===== config.mk =====
export PLATFORM = sky130hd
export DESIGN_NAME = cmp_run_tracker
export DESIGN_NICKNAME = d
export VERILOG_FILES = /design/src/rtl/cmp_pkg.sv /design/src/rtl/cmp_mag.sv /design/src/rtl/cmp_run_tracker.sv
export SDC_FILE = /design/constraint.sdc
export NUM_CORES = 1
export LEC_CHECK = 0
export BUFFER_PORTS_ARGS = -buffer_cell sky130_fd_sc_hd__buf_2
export CAP_MARGIN = 20
export CORE_ASPECT_RATIO = 0.75
export CORE_MARGIN = 10
export CORE_UTILIZATION = 56
export CTS_CLUSTER_SIZE = 40
export DETAILED_ROUTE_END_ITERATION = 8
export GPL_ROUTABILITY_DRIVEN = 0
export PLACE_DENSITY = 0.8
export SLEW_MARGIN = 20
export SYNTH_ARGS = -nofsm -noshare
export SYNTH_HDL_FRONTEND = slang
export SYNTH_HIERARCHICAL = 1
export SYNTH_SLANG_ARGS = --single-unit

===== constraint.sdc =====
create_clock -name clk -period 2.53 [get_ports clk]
set_input_delay 0.3795 -clock clk [delete_from_list [all_inputs] [get_ports clk]]
set_output_delay 0.3795 -clock clk [all_outputs]
set_load 0.01 [all_outputs]

===== src/rtl/cmp_pkg.sv =====
// rtl/cmp_pkg.sv - shared state encoding for the comparator run tracker
package cmp_pkg;

    localparam logic [1:0] S_IDLE = 2'd0;
    localparam logic [1:0] S_RUN  = 2'd1;
    localparam logic [1:0] S_DONE = 2'd2;

    typedef enum logic [1:0] {
        ST_IDLE = S_IDLE,
        ST_RUN  = S_RUN,
        ST_DONE = S_DONE
    } state_t;

endpackage


===== src/rtl/cmp_mag.sv =====
// rtl/cmp_mag.sv - unsigned magnitude compare, exactly one of gt/eq/lt high
module cmp_mag #(
    parameter int WIDTH = 4
) (
    input  logic [WIDTH-1:0] a,
    input  logic [WIDTH-1:0] b,
    output logic             gt,
    output logic             eq,
    output logic             lt
);

    assign gt = (a > b);
    assign eq = (a == b);
    assign lt = (a < b);

endmodule


===== src/rtl/cmp_run_tracker.sv =====
// rtl/cmp_run_tracker.sv - per-frame running max/min and rise/equal/fall counts
module cmp_run_tracker
    import cmp_pkg::*;
#(
    parameter int WIDTH = 4,
    parameter int CW    = 8
) (
    input  logic             clk,
    input  logic             rst,
    input  logic             start,
    input  logic [CW-1:0]    len,
    input  logic             in_valid,
    output logic             in_ready,
    input  logic [WIDTH-1:0] in_data,
    output logic             busy,
    output logic             done,
    output logic [WIDTH-1:0] max_out,
    output logic [WIDTH-1:0] min_out,
    output logic [CW-1:0]    gt_cnt,
    output logic [CW-1:0]    eq_cnt,
    output logic [CW-1:0]    lt_cnt
);

    state_t           state, state_nx;
    logic [CW-1:0]    remaining;
    logic [WIDTH-1:0] prev;
    logic             first;
    logic             hs;
    logic             p_gt, p_eq, p_lt;
    logic             mx_gt, mx_eq, mx_lt;
    logic             mn_gt, mn_eq, mn_lt;
    logic             unused_cmp;

    cmp_mag #(.WIDTH(WIDTH)) u_vs_prev (.a(in_data), .b(prev),    .gt(p_gt),  .eq(p_eq),  .lt(p_lt));
    cmp_mag #(.WIDTH(WIDTH)) u_vs_max  (.a(in_data), .b(max_out), .gt(mx_gt), .eq(mx_eq), .lt(mx_lt));
    cmp_mag #(.WIDTH(WIDTH)) u_vs_min  (.a(in_data), .b(min_out), .gt(mn_gt), .eq(mn_eq), .lt(mn_lt));

    assign unused_cmp = &{1'b0, mx_eq, mx_lt, mn_gt, mn_eq};

    assign in_ready = (state == ST_RUN);
    assign busy     = (state != ST_IDLE);
    assign done     = (state == ST_DONE);
    assign hs       = in_valid && in_ready;

    always_ff @(posedge clk or posedge rst) begin
        if (rst) begin
            state <= ST_IDLE;
        end else begin
            state <= state_nx;
        end
    end

    always_comb begin
        state_nx = state;
        case (state)
            ST_IDLE: if (start) state_nx = (len == '0) ? ST_DONE : ST_RUN;
            ST_RUN:  if (hs && remaining == CW'(1)) state_nx = ST_DONE;
            ST_DONE: state_nx = ST_IDLE;
            default: state_nx = ST_IDLE;
        endcase
    end

    // Results are only cleared by an accepted start, so they hold through DONE and IDLE.
    always_ff @(posedge clk or posedge rst) begin
        if (rst) begin
            remaining <= '0;
            prev      <= '0;
            first     <= 1'b0;
            max_out   <= '0;
            min_out   <= '0;
            gt_cnt    <= '0;
            eq_cnt    <= '0;
            lt_cnt    <= '0;
        end else if (state == ST_IDLE && start) begin
            remaining <= len;
            prev      <= '0;
            first     <= (len != '0);
            max_out   <= '0;
            min_out   <= '0;
            gt_cnt    <= '0;
            eq_cnt    <= '0;
            lt_cnt    <= '0;
        end else if (hs) begin
            remaining <= remaining - 1'b1;
            prev      <= in_data;
            if (first) begin
                // The first sample seeds the extremes and has no predecessor to compare.
                first   <= 1'b0;
                max_out <= in_data;
                min_out <= in_data;
            end else begin
                if (p_gt) gt_cnt <= gt_cnt + 1'b1;
                if (p_eq) eq_cnt <= eq_cnt + 1'b1;
                if (p_lt) lt_cnt <= lt_cnt + 1'b1;
                if (mx_gt) max_out <= in_data;
                if (mn_lt) min_out <= in_data;
            end
        end
    end

endmodule


### Word-level counts from Yosys, hierarchy flattened

Index checks and enable logic that the tools add are counted.

| word-level totals | value |
|---|---|
| output and inout bits | 35 |
| word-level logic and storage cells | 73 |
| bits in registers | 47 |
| input bits | 16 |

| cells by class | value |
|---|---|
| add/subtract/negate cells | 4 |
| muxes and demuxes | 30 |
| $lt $le $gt $ge | 4 |
| eq/ne operators | 7 |
| reductions and logical operators | 19 |

Operators by type and width:

| kind | count |
|---|---|
| 8-bit 2-to-1 mux | 14 |
| 4-bit 2-to-1 mux | 10 |
| 8-bit by 1-bit adder with 8-bit output (second input constant) | 3 |
| 2-bit nonzero test | 5 |
| 3-bit AND reduction | 3 |
| 8-bit by 1-bit == test with 1-bit output (second input constant) | 1 |
| 4-bit > comparator | 2 |
| 8-bit logical NOT | 1 |
| 4-bit less-than comparator | 2 |
| 8-bit nonzero test | 1 |
| 8-bit by 1-bit subtractor with 8-bit output (second input constant) | 1 |
| 2-bit 2-to-1 mux | 3 |
| 2-bit AND reduction | 3 |
| 3-bit nonzero test | 2 |
| 4-bit == test | 1 |
| 2-bit by 1-bit inequality test with 1-bit output (second input constant) | 2 |
| 2-bit one-hot mux with 2 select lines | 1 |
| 1-bit logical AND | 3 |
| 2-bit by 1-bit == test with 1-bit output (second input constant) | 1 |
| 2-bit == test (second input constant) | 1 |
| 2-bit logical NOT | 1 |
| 1-bit 2-to-1 mux | 2 |
| 2-bit inequality test (second input constant) | 1 |

### Logic depth before layout (Yosys ltp)

| logic depth | value |
|---|---|
| depth after elaboration | 5 |
| depth in mapped cells | 9 |
| mapped depth without buffers | 9 |

### Hierarchy

Netlist, hierarchy kept.

Modules (own cells, without submodules):

| module | sequential area each (µm²) | area each (µm²) | times used | cells an instance |
|---|---|---|---|---|
| cmp_run_tracker | 1176.1 | 2481.1 | 1 | 243 |
| cmp_mag | 0.0 | 128.9 | 3 | 16 |

### Least setup slack after synthesis

OpenSTA, ideal clock, no wires.

| path | value |
|---|---|
| kind | input to register |
| from | in in_data[3] |
| to | reg gt_cnt[7] |
| setup time | 120 ps |
| required time | 2410 ps |
| path slack | 664 ps |
| data arrival time | 1746 ps |
| stages on the path | 8 |
| path buffers | 0 |
| cells stage by stage | ha_1 > nand2_1 > o21bai_4 > a21oi_2 > nand4b_4 > a2111oi_4 > xnor2_1 > nor2_2 |

| between the ends | value |
|---|---|
| cells in the longest elaborated chain, start to end | 3 |

Ends and longest elaborated chain:

| element | line | source |
|---|---|---|
| from (decl) | cmp_run_tracker.sv:14 | `input logic [WIDTH-1:0] in_data,` |
| 4-bit > comparator | cmp_mag.sv:12 | `assign gt = (a > b);` |
| via p_gt | cmp_run_tracker.sv:29 | `logic p_gt, p_eq, p_lt;` |
| 2-bit nonzero test (no line) | - |  |
| 3-bit AND reduction (no line) | - |  |
| to (signal assigned) | cmp_run_tracker.sv:92 | `if (p_gt) gt_cnt <= gt_cnt + 1'b1;` |
| to (decl) | cmp_run_tracker.sv:19 | `output logic [CW-1:0] gt_cnt,` |

The timed path passes the listed nets, and every way through them passes these cells.
A chain may end at the register's enable or synchronous reset.

### Worst setup path after layout

| path | value |
|---|---|
| from | reg prev[1] |
| to | reg lt_cnt[7] |

| between the ends | value |
|---|---|
| cells in the longest elaborated chain, start to end | 3 |

Ends and longest elaborated chain:

| element | line | source |
|---|---|---|
| from (decl) | cmp_run_tracker.sv:26 | `logic [WIDTH-1:0] prev;` |
| from (signal assigned) | cmp_run_tracker.sv:85 | `prev <= in_data;` |
| 4-bit less-than comparator | cmp_mag.sv:14 | `assign lt = (a < b);` |
| via p_lt | cmp_run_tracker.sv:29 |  |
| 2-bit nonzero test (no line) | - |  |
| 3-bit AND reduction (no line) | - |  |
| to (signal assigned) | cmp_run_tracker.sv:94 | `if (p_lt) lt_cnt <= lt_cnt + 1'b1;` |
| to (decl) | cmp_run_tracker.sv:21 | `output logic [CW-1:0] lt_cnt` |

The timed path passes the listed nets, and every way through them passes these cells.

==> flow_summary.toml <==
[status]
outcome = "finished clean"

[floorplanning]
die_area_um2 = 8360
io-pin-count = 51
die_height_um = 81.7
std_cell_rows = 22
die_width_um = 102
floorplan.core_area_um2 = 4900
initial_core_util_pct = 58.1

[clock_network]
cts_made_buffers = 5
h-tree-depth = 2
postCtsResizedCells = 0
cts.sink_count = 47
tritoncts = "done"
cts_stage_hold_buffer_count = 0
cts.reportedPaths.clkPinSlew_ns = 0.09
clk_path_buf_depth = 2
clock_latency_ns = 0.30
postCtsSetupBuffers = 0
clk_root_buffer_cell = "clkbuf_8"

[timing]
fin_crit_ns = 2.10
worst_slew_pin_slew_ns = 0.750
drv_slew = 0
timing.slew.headroom_pct = 49.9
fin_setup_tns_ns = 0
finalSetupViolations = 0
min_period_over_period_pct = 83.0
clock-skew-final_ns = 0.00202
finalHoldViolCount = 0
maxClockFrequency_ghz = 0.476
grt_setup_unrepaired = "false"

[setup_path]
reg2reg_slack_ns = 0.43
cp.arrival_ns = 2.33
cp_data_required_time_ns = 2.76
r2r.worst_path.cells = 8
worstSetupPathType = "reg2reg"
crit_path_max_fanout = 4
crit-reg2reg-capture = "lt_cnt[7]$_DFFE_PP0P_"
worstPathCellList = "inv_1 -> ha_1 -> nor2b_4 -> o21bai_4 -> and2_1 -> nand4b_1 -> a211oi_1 -> mux2i_1"
cp_top_family = "simple AND/OR/NAND/NOR gates"
worst_r2r_startpoint = "prev[1]$_DFFE_PP0P_"
cp_num_buf_inv = 1
slowest_stage = "a211oi_1"
worstSetupEndpointType = "flop"
worst_stage_delay_on_the_critical_path_ns = 0.38
critical_path.startpoint = "prev[1]$_DFFE_PP0P_"
critical_path.startpoint_type = "flop"

[grt]
first_global_vias = 2312
global_route_wire_length_before_repair_um = 11000
number_of_antenna_violations_at_the_first_check_in_global_routing = 0
pin_count_of_the_biggest_net_entering_global_routing = 48
grt.total_usage_pct = 16.2
grt_overflow_total = 0

[cells_and_area]
num-nets-final = 367
area_growth_pct = 13.1
multi_input_area_um2 = 1520
antenna_cells_inserted = 0
seq_area_um2 = 1180
finish.utilization_pct = 65.7
post_route_cells_drive_above_1_share_pct = 25.7
filler_cell_count = 411

[route]
ant_nets = 0
met2_wirelength_um = 3010
detail_route.wirelength.met1_um = 3040
detail_route.drc_violations = 0
total_wirelength_of_the_detailed_routed_design_um = 6590
vias_after_detailed_routing = 2240
detailedRoute.firstPassIterationCount = 4
vias_cell = 5.67
wl_per_cell_um = 16.7
first_iter_violations = 100
highest_layer = "met4"
met3WireLength_um = 493

[synthesis]
nets_in_the_synthesized_netlist = 320
synthesis.area_um2 = 2850
syn-mean-instance-area_um2 = 9.91
post_synth_inst_count = 287
ys_warn_count = 6

[pwr]
switch_pwr_w = 0.00131
peakVddDrop_uv = 471
power-per-cell-area_nw_per_um2 = 1000
post-layout-total-power_w = 0.00322
p_comb_share_pct = 42.8
power_frac_clock_pct = 17.9
p_seq_share_pct = 39.3
intPower_w = 0.00191
power.share.switching_pct = 40.7
leakagePower_nw = 1.59

[run]
max_cap_violations = 0

[placed_design]
placement.io_buffers = 50
detailedPlacementHpwl_um = 4810

[min_path]
holdCritPathClass = "in2async"
worst max-delay path by stage:
stage | to | slack [ns] | cells past startpoint
global placement | lt_cnt[7]$_DFFE_PP0P_ | 0.43 | 8
floorplan | gt_cnt[7]$_DFFE_PP0P_ | 0.66 | 8
CTS | lt_cnt[7]$_DFFE_PP0P_ | 0.45 | 8
global route | lt_cnt[7]$_DFFE_PP0P_ | 0.32 | 8
detailed placement | lt_cnt[7]$_DFFE_PP0P_ | 0.29 | 8
finish | lt_cnt[7]$_DFFE_PP0P_ | 0.43 | 8
worst min-delay path, cell delays in order:
cell   delay, ns
buf_2       0.10
inv_2       0.03
buf_4       0.47
power by group through the flow:
stage                     Sequential (W)  Combinational [W]  Clock (W)
final                            0.00126            0.00138   0.000576
after CTS                        0.00126            0.00138   0.000590
after global routing             0.00130            0.00154   0.000614
after detailed placement         0.00127            0.00138          0
after global placement           0.00125            0.00132          0
after floorplan                  0.00126            0.00101          0
flip-flops by register name, indices dropped and copies added (netlist names):
name	cells
prev	4
lt_cnt	8
remaining	8
state	2
min_out	4
eq_cnt	8
gt_cnt	8
max_out	4
first	1
metrics by stage:
stage | instances | cell area [µm²] | setup slack [ns] | hold slack [ns]
after floorplan | 287 | 2850 | 0.664 | 0.466
after global placement | 387 | 3100 | 0.427 | 0.486
after detailed placement | 387 | 3100 | 0.286 | 0.497
after CTS | 395 | 3220 | 0.454 | 0.240
after global routing | 395 | 3220 | 0.322 | 0.267
final | 395 | 3220 | 0.429 | 0.210
layout make-up:
class / instances / area share (%)
Sequential cell: 47 / 36.6
Timing Repair Buffer: 52 / 8.25
Clock inverter: 2 / 1.09
Inverter: 18 / 2.10
Clock buffer: 6 / 2.57
Tap cell: 60 / 2.33
Multi-Input combinational cell: 210 / 47.1
layout by cell type, fill, tap and decap left out, types with 6 or more instances in the layout:
cell and instances:
o21ai_0 8, dfrtp_1 47, xnor2_1 12, nand3_1 11, buf_2 50, nand4b_1 6
a211oi_1 6, nor2_1 24, clkbuf_8 6, nand2_1 44, ha_1 17, mux2i_1 11
inv_1 17, a21oi_1 9
layer usage:
metal  vias up  track usage (%)
li1       1089                -
met1      1085             21.2
met2        61             25.8
met3         5             4.36
met4         0             4.78
met5         -                0
No activity file was read; power rests on OpenSTA's default activity.
